==> src/rtl/pmem_scheduler.sv <==
// Arbiter sharing one cacheline-wide memory port between I-cache, D-cache and
// next-line prefetcher, with I-side anti-starvation and I/PF miss coalescing.
module pmem_scheduler #(
  parameter int unsigned STARVE_LIMIT = 4
) (
  input  logic         clk,
  input  logic         rst,
  input  logic         i_read,
  input  logic [31:0]  i_address,
  output logic [255:0] i_rdata,
  output logic         i_resp,
  input  logic         d_read,
  input  logic         d_write,
  input  logic [31:0]  d_address,
  input  logic [255:0] d_wdata,
  output logic [255:0] d_rdata,
  output logic         d_resp,
  input  logic         pf_read,
  input  logic [31:0]  pf_address,
  output logic [255:0] pf_rdata,
  output logic         pf_resp,
  output logic         mem_read,
  output logic         mem_write,
  output logic [31:0]  mem_address,
  output logic [255:0] mem_wdata,
  input  logic [255:0] mem_rdata,
  input  logic         mem_resp
);
  typedef enum logic [1:0] {IDLE, GNT_I, GNT_D, GNT_PF} state_t;
  localparam logic [3:0] LIMIT = 4'(STARVE_LIMIT);

  state_t       state_q, state_d;
  logic [3:0]   starve_cnt_q, starve_cnt_d;
  logic         coal_q, coal_d;
  logic         mem_read_q, mem_read_d;
  logic         mem_write_q, mem_write_d;
  logic [31:0]  mem_address_q, mem_address_d;
  logic [255:0] mem_wdata_q, mem_wdata_d;

  logic d_req, pf_same_line, gnt_i_sel, gnt_d_sel, gnt_pf_sel;
  logic unused_addr_bits;

  assign d_req            = d_read | d_write;
  assign pf_same_line     = pf_read && (pf_address[31:5] == i_address[31:5]);
  assign unused_addr_bits = ^{i_address[4:0], d_address[4:0], pf_address[4:0]};

  always_comb begin
    state_d       = state_q;
    starve_cnt_d  = starve_cnt_q;
    coal_d        = coal_q;
    mem_read_d    = mem_read_q;
    mem_write_d   = mem_write_q;
    mem_address_d = mem_address_q;
    mem_wdata_d   = mem_wdata_q;
    case (state_q)
      IDLE: begin
        if (!i_read) starve_cnt_d = '0;
        // I wins when it has been starved long enough or when D is not asking
        if (i_read && (starve_cnt_q == LIMIT || !d_req)) begin
          state_d       = GNT_I;
          starve_cnt_d  = '0;
          coal_d        = pf_same_line;
          mem_read_d    = 1'b1;
          mem_write_d   = 1'b0;
          mem_address_d = {i_address[31:5], 5'b0};
          mem_wdata_d   = '0;
        end else if (d_req) begin
          state_d       = GNT_D;
          if (i_read && starve_cnt_q != 4'hF) starve_cnt_d = starve_cnt_q + 4'd1;
          coal_d        = 1'b0;
          mem_read_d    = d_read & ~d_write;
          mem_write_d   = d_write;
          mem_address_d = {d_address[31:5], 5'b0};
          mem_wdata_d   = d_wdata;
        end else if (pf_read) begin
          state_d       = GNT_PF;
          coal_d        = 1'b0;
          mem_read_d    = 1'b1;
          mem_write_d   = 1'b0;
          mem_address_d = {pf_address[31:5], 5'b0};
          mem_wdata_d   = '0;
        end
      end
      default: begin
        if (mem_resp) begin
          state_d       = IDLE;
          coal_d        = 1'b0;
          mem_read_d    = 1'b0;
          mem_write_d   = 1'b0;
          mem_address_d = '0;
          mem_wdata_d   = '0;
        end
      end
    endcase
  end

  always_ff @(posedge clk) begin
    if (rst) begin
      state_q       <= IDLE;
      starve_cnt_q  <= '0;
      coal_q        <= 1'b0;
      mem_read_q    <= 1'b0;
      mem_write_q   <= 1'b0;
      mem_address_q <= '0;
      mem_wdata_q   <= '0;
    end else begin
      state_q       <= state_d;
      starve_cnt_q  <= starve_cnt_d;
      coal_q        <= coal_d;
      mem_read_q    <= mem_read_d;
      mem_write_q   <= mem_write_d;
      mem_address_q <= mem_address_d;
      mem_wdata_q   <= mem_wdata_d;
    end
  end

  // A coalesced prefetch rides along on the I grant
  assign gnt_i_sel  = (state_q == GNT_I);
  assign gnt_d_sel  = (state_q == GNT_D);
  assign gnt_pf_sel = (state_q == GNT_PF) | (gnt_i_sel & coal_q);

  assign i_resp   = gnt_i_sel & mem_resp;
  assign d_resp   = gnt_d_sel & mem_resp;
  assign pf_resp  = gnt_pf_sel & mem_resp;
  assign i_rdata  = gnt_i_sel  ? mem_rdata : '0;
  assign d_rdata  = gnt_d_sel  ? mem_rdata : '0;
  assign pf_rdata = gnt_pf_sel ? mem_rdata : '0;

  assign mem_read    = mem_read_q;
  assign mem_write   = mem_write_q;
  assign mem_address = mem_address_q;
  assign mem_wdata   = mem_wdata_q;
endmodule

==> config.mk <==
export PLATFORM = sky130hd
export DESIGN_NAME = pmem_scheduler
export DESIGN_NICKNAME = d
export VERILOG_FILES = /design/src/rtl/pmem_scheduler.sv
export SDC_FILE = /design/constraint.sdc
export NUM_CORES = 1
export LEC_CHECK = 0
export CAP_MARGIN = 0
export CORE_AREA = 2 2 653 655
export CTS_BUF_LIST = sky130_fd_sc_hd__clkbuf_4
export DETAILED_ROUTE_END_ITERATION = 8
export DIE_AREA = 0 0 655 657
export GPL_ROUTABILITY_DRIVEN = 0
export GPL_TIMING_DRIVEN = 0
export REMOVE_ABC_BUFFERS = 1
export SLEW_MARGIN = 30
export SYNTH_ARGS = -nofsm -noshare
export SYNTH_HDL_FRONTEND = slang
export SYNTH_SLANG_ARGS = --single-unit
==> constraint.sdc <==
create_clock -name clk -period 2.6 [get_ports clk]
set_input_delay 0.52 -clock clk [delete_from_list [all_inputs] [get_ports clk]]
set_output_delay 0.52 -clock clk [all_outputs]
set_load 0.02 [all_outputs]
# Word level (Yosys, flattened, before mapping)

Cells that the tools add are included.

Register bits after elaboration: 297
Bits of input ports: 615
Logic and storage cells: 65

Add/subtract/negate cells: 1
Equal/unequal tests: 7
Multiplexer cells: 34
Bitwise logic cells: 8
Reductions and logical operators: 8

Operators with widths:

| kind                                                             | count |
|---|---|
| 256-bit 2-to-1 mux                                               | 8 |
| 32-bit 2-to-1 mux                                                | 5 |
| 27-bit == test                                                   | 1 |
| 4-bit 2-to-1 mux                                                 | 4 |
| 1-bit 2-to-1 mux                                                 | 12 |
| 2-bit 2-to-1 mux                                                 | 5 |
| 4-bit != test (second input constant)                            | 2 |
| 1-bit AND                                                        | 5 |
| 4-bit by 1-bit adder with 4-bit output (second input constant)   | 1 |
| 2-bit == test (second input constant)                            | 2 |
| 4-bit by 3-bit == test with 1-bit output (second input constant) | 1 |
| 1-bit logical AND                                                | 3 |
| 2-bit by 1-bit == test with 1-bit output (second input constant) | 1 |
| 2-bit zero test                                                  | 1 |
| 1-bit OR                                                         | 2 |
| 2-bit AND reduction                                              | 1 |
| 2-bit nonzero test                                               | 1 |
| 1-bit zero test                                                  | 1 |
| 1-bit logical OR                                                 | 1 |
| 1-bit NOT                                                        | 1 |

# Logic depth before layout (Yosys ltp)

Word-level depth: 6
Gate-level depth with buffers: 8
Depth with buffers taken out: 6

# Least setup slack after synthesis

No wires, ideal clock.

Path kind: flip-flop to output port
Start: register state_q[1]
End: output port d_rdata[100]
Arrival time: 1.504 ns
Data required time: 2.080 ns
Path slack: 0.576 ns
Stages on the path, launching flop included: 6
Path buffers: 3
Cells stage by stage: dfxtp_1 clkbuf_1 nor2b_1 clkbuf_1 clkbuf_1 and2_1

Cells in the longest elaborated chain, start to end: 2

RTL lines:

| item                   | RTL line | text |
|---|---|---|
| start, declared        | 32       | `state_t state_q, state_d;` |
| start signal, assigned | 107      | `state_q <= state_d;` |
| 2-bit == test          | 119      | `assign gnt_d_sel = (state_q == GNT_D);` |
| 256-bit 2-to-1 mux     | 126      | `assign d_rdata = gnt_d_sel ? mem_rdata : '0;` |
| end, declared          | 16       | `output logic [255:0] d_rdata,` |

Every way passes these cells.

# Worst setup path after layout

Start: register state_q[0]
End: output port i_rdata[44]

Cells in the longest elaborated chain, start to end: 2

RTL lines:

| item                                     | RTL line | text |
|---|---|---|
| 2-bit by 1-bit == test with 1-bit output | 118      | `assign gnt_i_sel = (state_q == GNT_I);` |
| 256-bit 2-to-1 mux                       | 125      | `assign i_rdata = gnt_i_sel ? mem_rdata : '0;` |
| end, declared                            | 10       | `output logic [255:0] i_rdata,` |

Every way passes these cells.

==> results by group <==
Clocking
  – Maximum buffer depth of the clock tree: 3
  – H-tree depth: 3
  – Insertion delay to the later sink of the worst-skew pair: 1.04 ns
  – CTS buffer count: 89
  – Clk sinks: 292
  – CTS root buffer: clkbuf_4
  – Clk slew on worst S/H paths: 0.06 ns
  – CTS tree: done

Finish
  – Net count, final: 4710
  – Most common cell after layout, fill and taps aside: clkdlybuf4s50_1
  – Most frequent cells in the layout: 1030 x clkdlybuf4s50_1, 456 x buf_6, 426 x and2_1, 346 x and2_4, 289 x dfxtp_1
  – Final core occ: 0.115
  – Fin cells: 9913
  – Final instance area: 0.0487 mm2
  – Share of cells above drive strength 1: 0.345
  – Area Overhead vs Synth: 205%

Power and ir drop
  – Total power: 20.8 mW
  – Pwr Density: 428 mW/mm2
  – Pleak: 18.3 nW
  – Peak VDD IR: 0.292 mV

Critical path
  – WS Path Type: flip-flop to primary output
  – Crit end category: primary output
  – CP max FO: 6
  – Crit path DAT: 3.23 ns
  – Worst Path Required: 2.08 ns
  – CP Launch Type: flip-flop

Synth
  – Synth Warn #: 0
  – Async S/R FF share, synth: 0
  – Post-synth EDFFs: 0
  – Netlist area before placement: 0.0160 mm2
  – Synth Instances: 2001
  – Top FF cell, synth: dfxtp_1
  – Synthesized flop and latch total: 292
  – Seq/Total Area, Yosys: 0.366
  – Library cells used by synthesis: 40
  – Syn_area_per_cell: 7.98 um2

Timing
  – Final hold slack: 0.161 ns
  – Worst-margin pin slew: 0.994 ns
  – Fin crit period: 3.75 ns
  – Fin. max-slew vios: 0
  – Highest Clock Rate: 0.267 GHz
  – Number of setup violations in the final report: 1055
  – Final period util: 1.44
  – Slew HR: 0.335
  – Final WS setup: -1.15 ns
  – RSZ-0062 raised after global routing: yes
  – Post-Route Skew: 0.0921 ns
  – Final hold viol count: 0
  – Setup TNS: -707.13 ns

Die
  – Core area: 0.423 mm2
  – Boundary Pins: 1676
  – Die H: 657 um
  – Initial Utilization: 0.0377
  – Placement Rows: 239
  – Die Wd: 655 um
  – Die area: 0.430 mm2

Detailed routing
  – Drt drc: 0
  – Vias: 27000
  – Final WL: 335000 um
  – Via-to-Cell Ratio: 2.73
  – WL/cell: 33.8 um
  – Remaining antenna violation count after routing: 0
  – Iteration-0 DRC Markers: 2427
  – First-pass DRT Iterations: 6

GRT
  – Largest net degree at the start of global routing: 98
  – GRT Residual Overflow: 0
  – Antenna violations before repair: 322
  – All-Layer GR Usage: 0.144
  – Vias in the first global route: 23200
  – Global-route wire length before repair: 371000 um

Placed design
  – DP Worst Slack: -1.57 ns
  – Placement Cell Area: 0.0400 mm2
  – HPWL after detailed placement: 282000 um
  – Port buffer count: 1655
  – DP Cell Count: 9196

Outcome
  – Status: finished, violations left
  – Failing checks: negative setup slack

Flow run
  – Max-Cap Viols: 0

Min path
  – Worst hold-check path type: input port to flip-flop
[state kept, by name, indices dropped and copies added (netlist names)]
name and count:
mem_wdata 256, starve_cnt_q 4, mem_address 27, mem_write 1
mem_read 1, coal_q 1, state_q 2
[cell usage after synthesis (6+ instances only)]
cell	number	area (um2)
and2_1	772	4830
dfxtp_1	292	5850
nor2_1	260	976
a22oi_1	256	1920
clkbuf_1	135	507
o21ai_0	37	185
nand2_1	34	128
buf_2	30	150
buf_4	29	218
mux2_2	27	304
o22ai_1	27	169
xnor2_1	27	236
o21ai_1	21	105
nand4_1	9	56.3
a21oi_1	6	30.0
[critical path: stages (launching register included)]
cell and delay [ns]:
dfxtp_4 0.36, nor2b_4 0.25, clkbuf_16 0.20, buf_16 0.11
buf_16 0.14, buf_16 0.12, buf_16 0.12, buf_16 0.13
buf_16 0.15, buf_12 0.14, clkbuf_16 0.15, and2_4 0.14
buf_6 0.11
[path summary, 6_finish.rpt]
kind | start | end | slack (ns) | cells after the start
worst max register to register | state_q[0] | mem_wdata[244] | -0.82 | 14
worst min-delay path | d_wdata[0] | mem_wdata[0] | 0.16 | 3
worst min register to register | mem_address[30] | mem_address[30] | 0.45 | 2
worst max-delay path | state_q[0] | i_rdata[44] | -1.15 | 12
[timing repair]
action | 4_1_cts | 5_1_grt
hold endpoints to repair | 204 | 0
gates resized for setup | 1584 | 2045
hold buffers | 201 | 0
setup buffers | 72 | 126
cloned | 35 | 44
endpoints found under the setup margin | 1222 | 1230
pin swaps | 1 | 1
[area by class of cell]
cell class	count	area (um2)
Antenna cell	89	223
Timing Repair Buffer	2191	24200
Sequential cell	292	5850
Clock inverter	40	275
Fill cell	48500	374000
Multi-Input combinational cell	1516	10200
Tap cell	5663	7090
Inverter	3	11.3
Clock buffer	119	893
[power by group]
group | leakage [nW] | switching (mW) | internal, mW
Sequential | 2.40 | 0.243 | 4.89
Clock | 0.688 | 2.81 | 2.39
Combinational | 15.2 | 5.56 | 4.94
[per-layer routing]
layer / global-route usage / vias up / wire length (um)
met1: 0.122 / 12600 / 96100
met3: 0.101 / 856 / 54700
met4: 0.0609 / 130 / 16900
li1: - / 11000 / -
met5: 0.00482 / - / 1340
met2: 0.254 / 2451 / 166000
[cell families after synthesis]
| logic type | after synthesis | share of synthesized area |
|---|---|---|
| and+or+nand+nor | 1094 | 0.383 |
| AOI/OAI and AO/OA | 360 | 0.159 |
| other | 1 | 0.000235 |
| DFF | 292 | 0.366 |
| xor gates and xnor gates | 27 | 0.0148 |
| buffers and inverters | 198 | 0.0557 |
| adders and majority gates | 2 | 0.00157 |
| muxes | 27 | 0.0191 |
No activity file was read; power rests on OpenSTA's default activity.
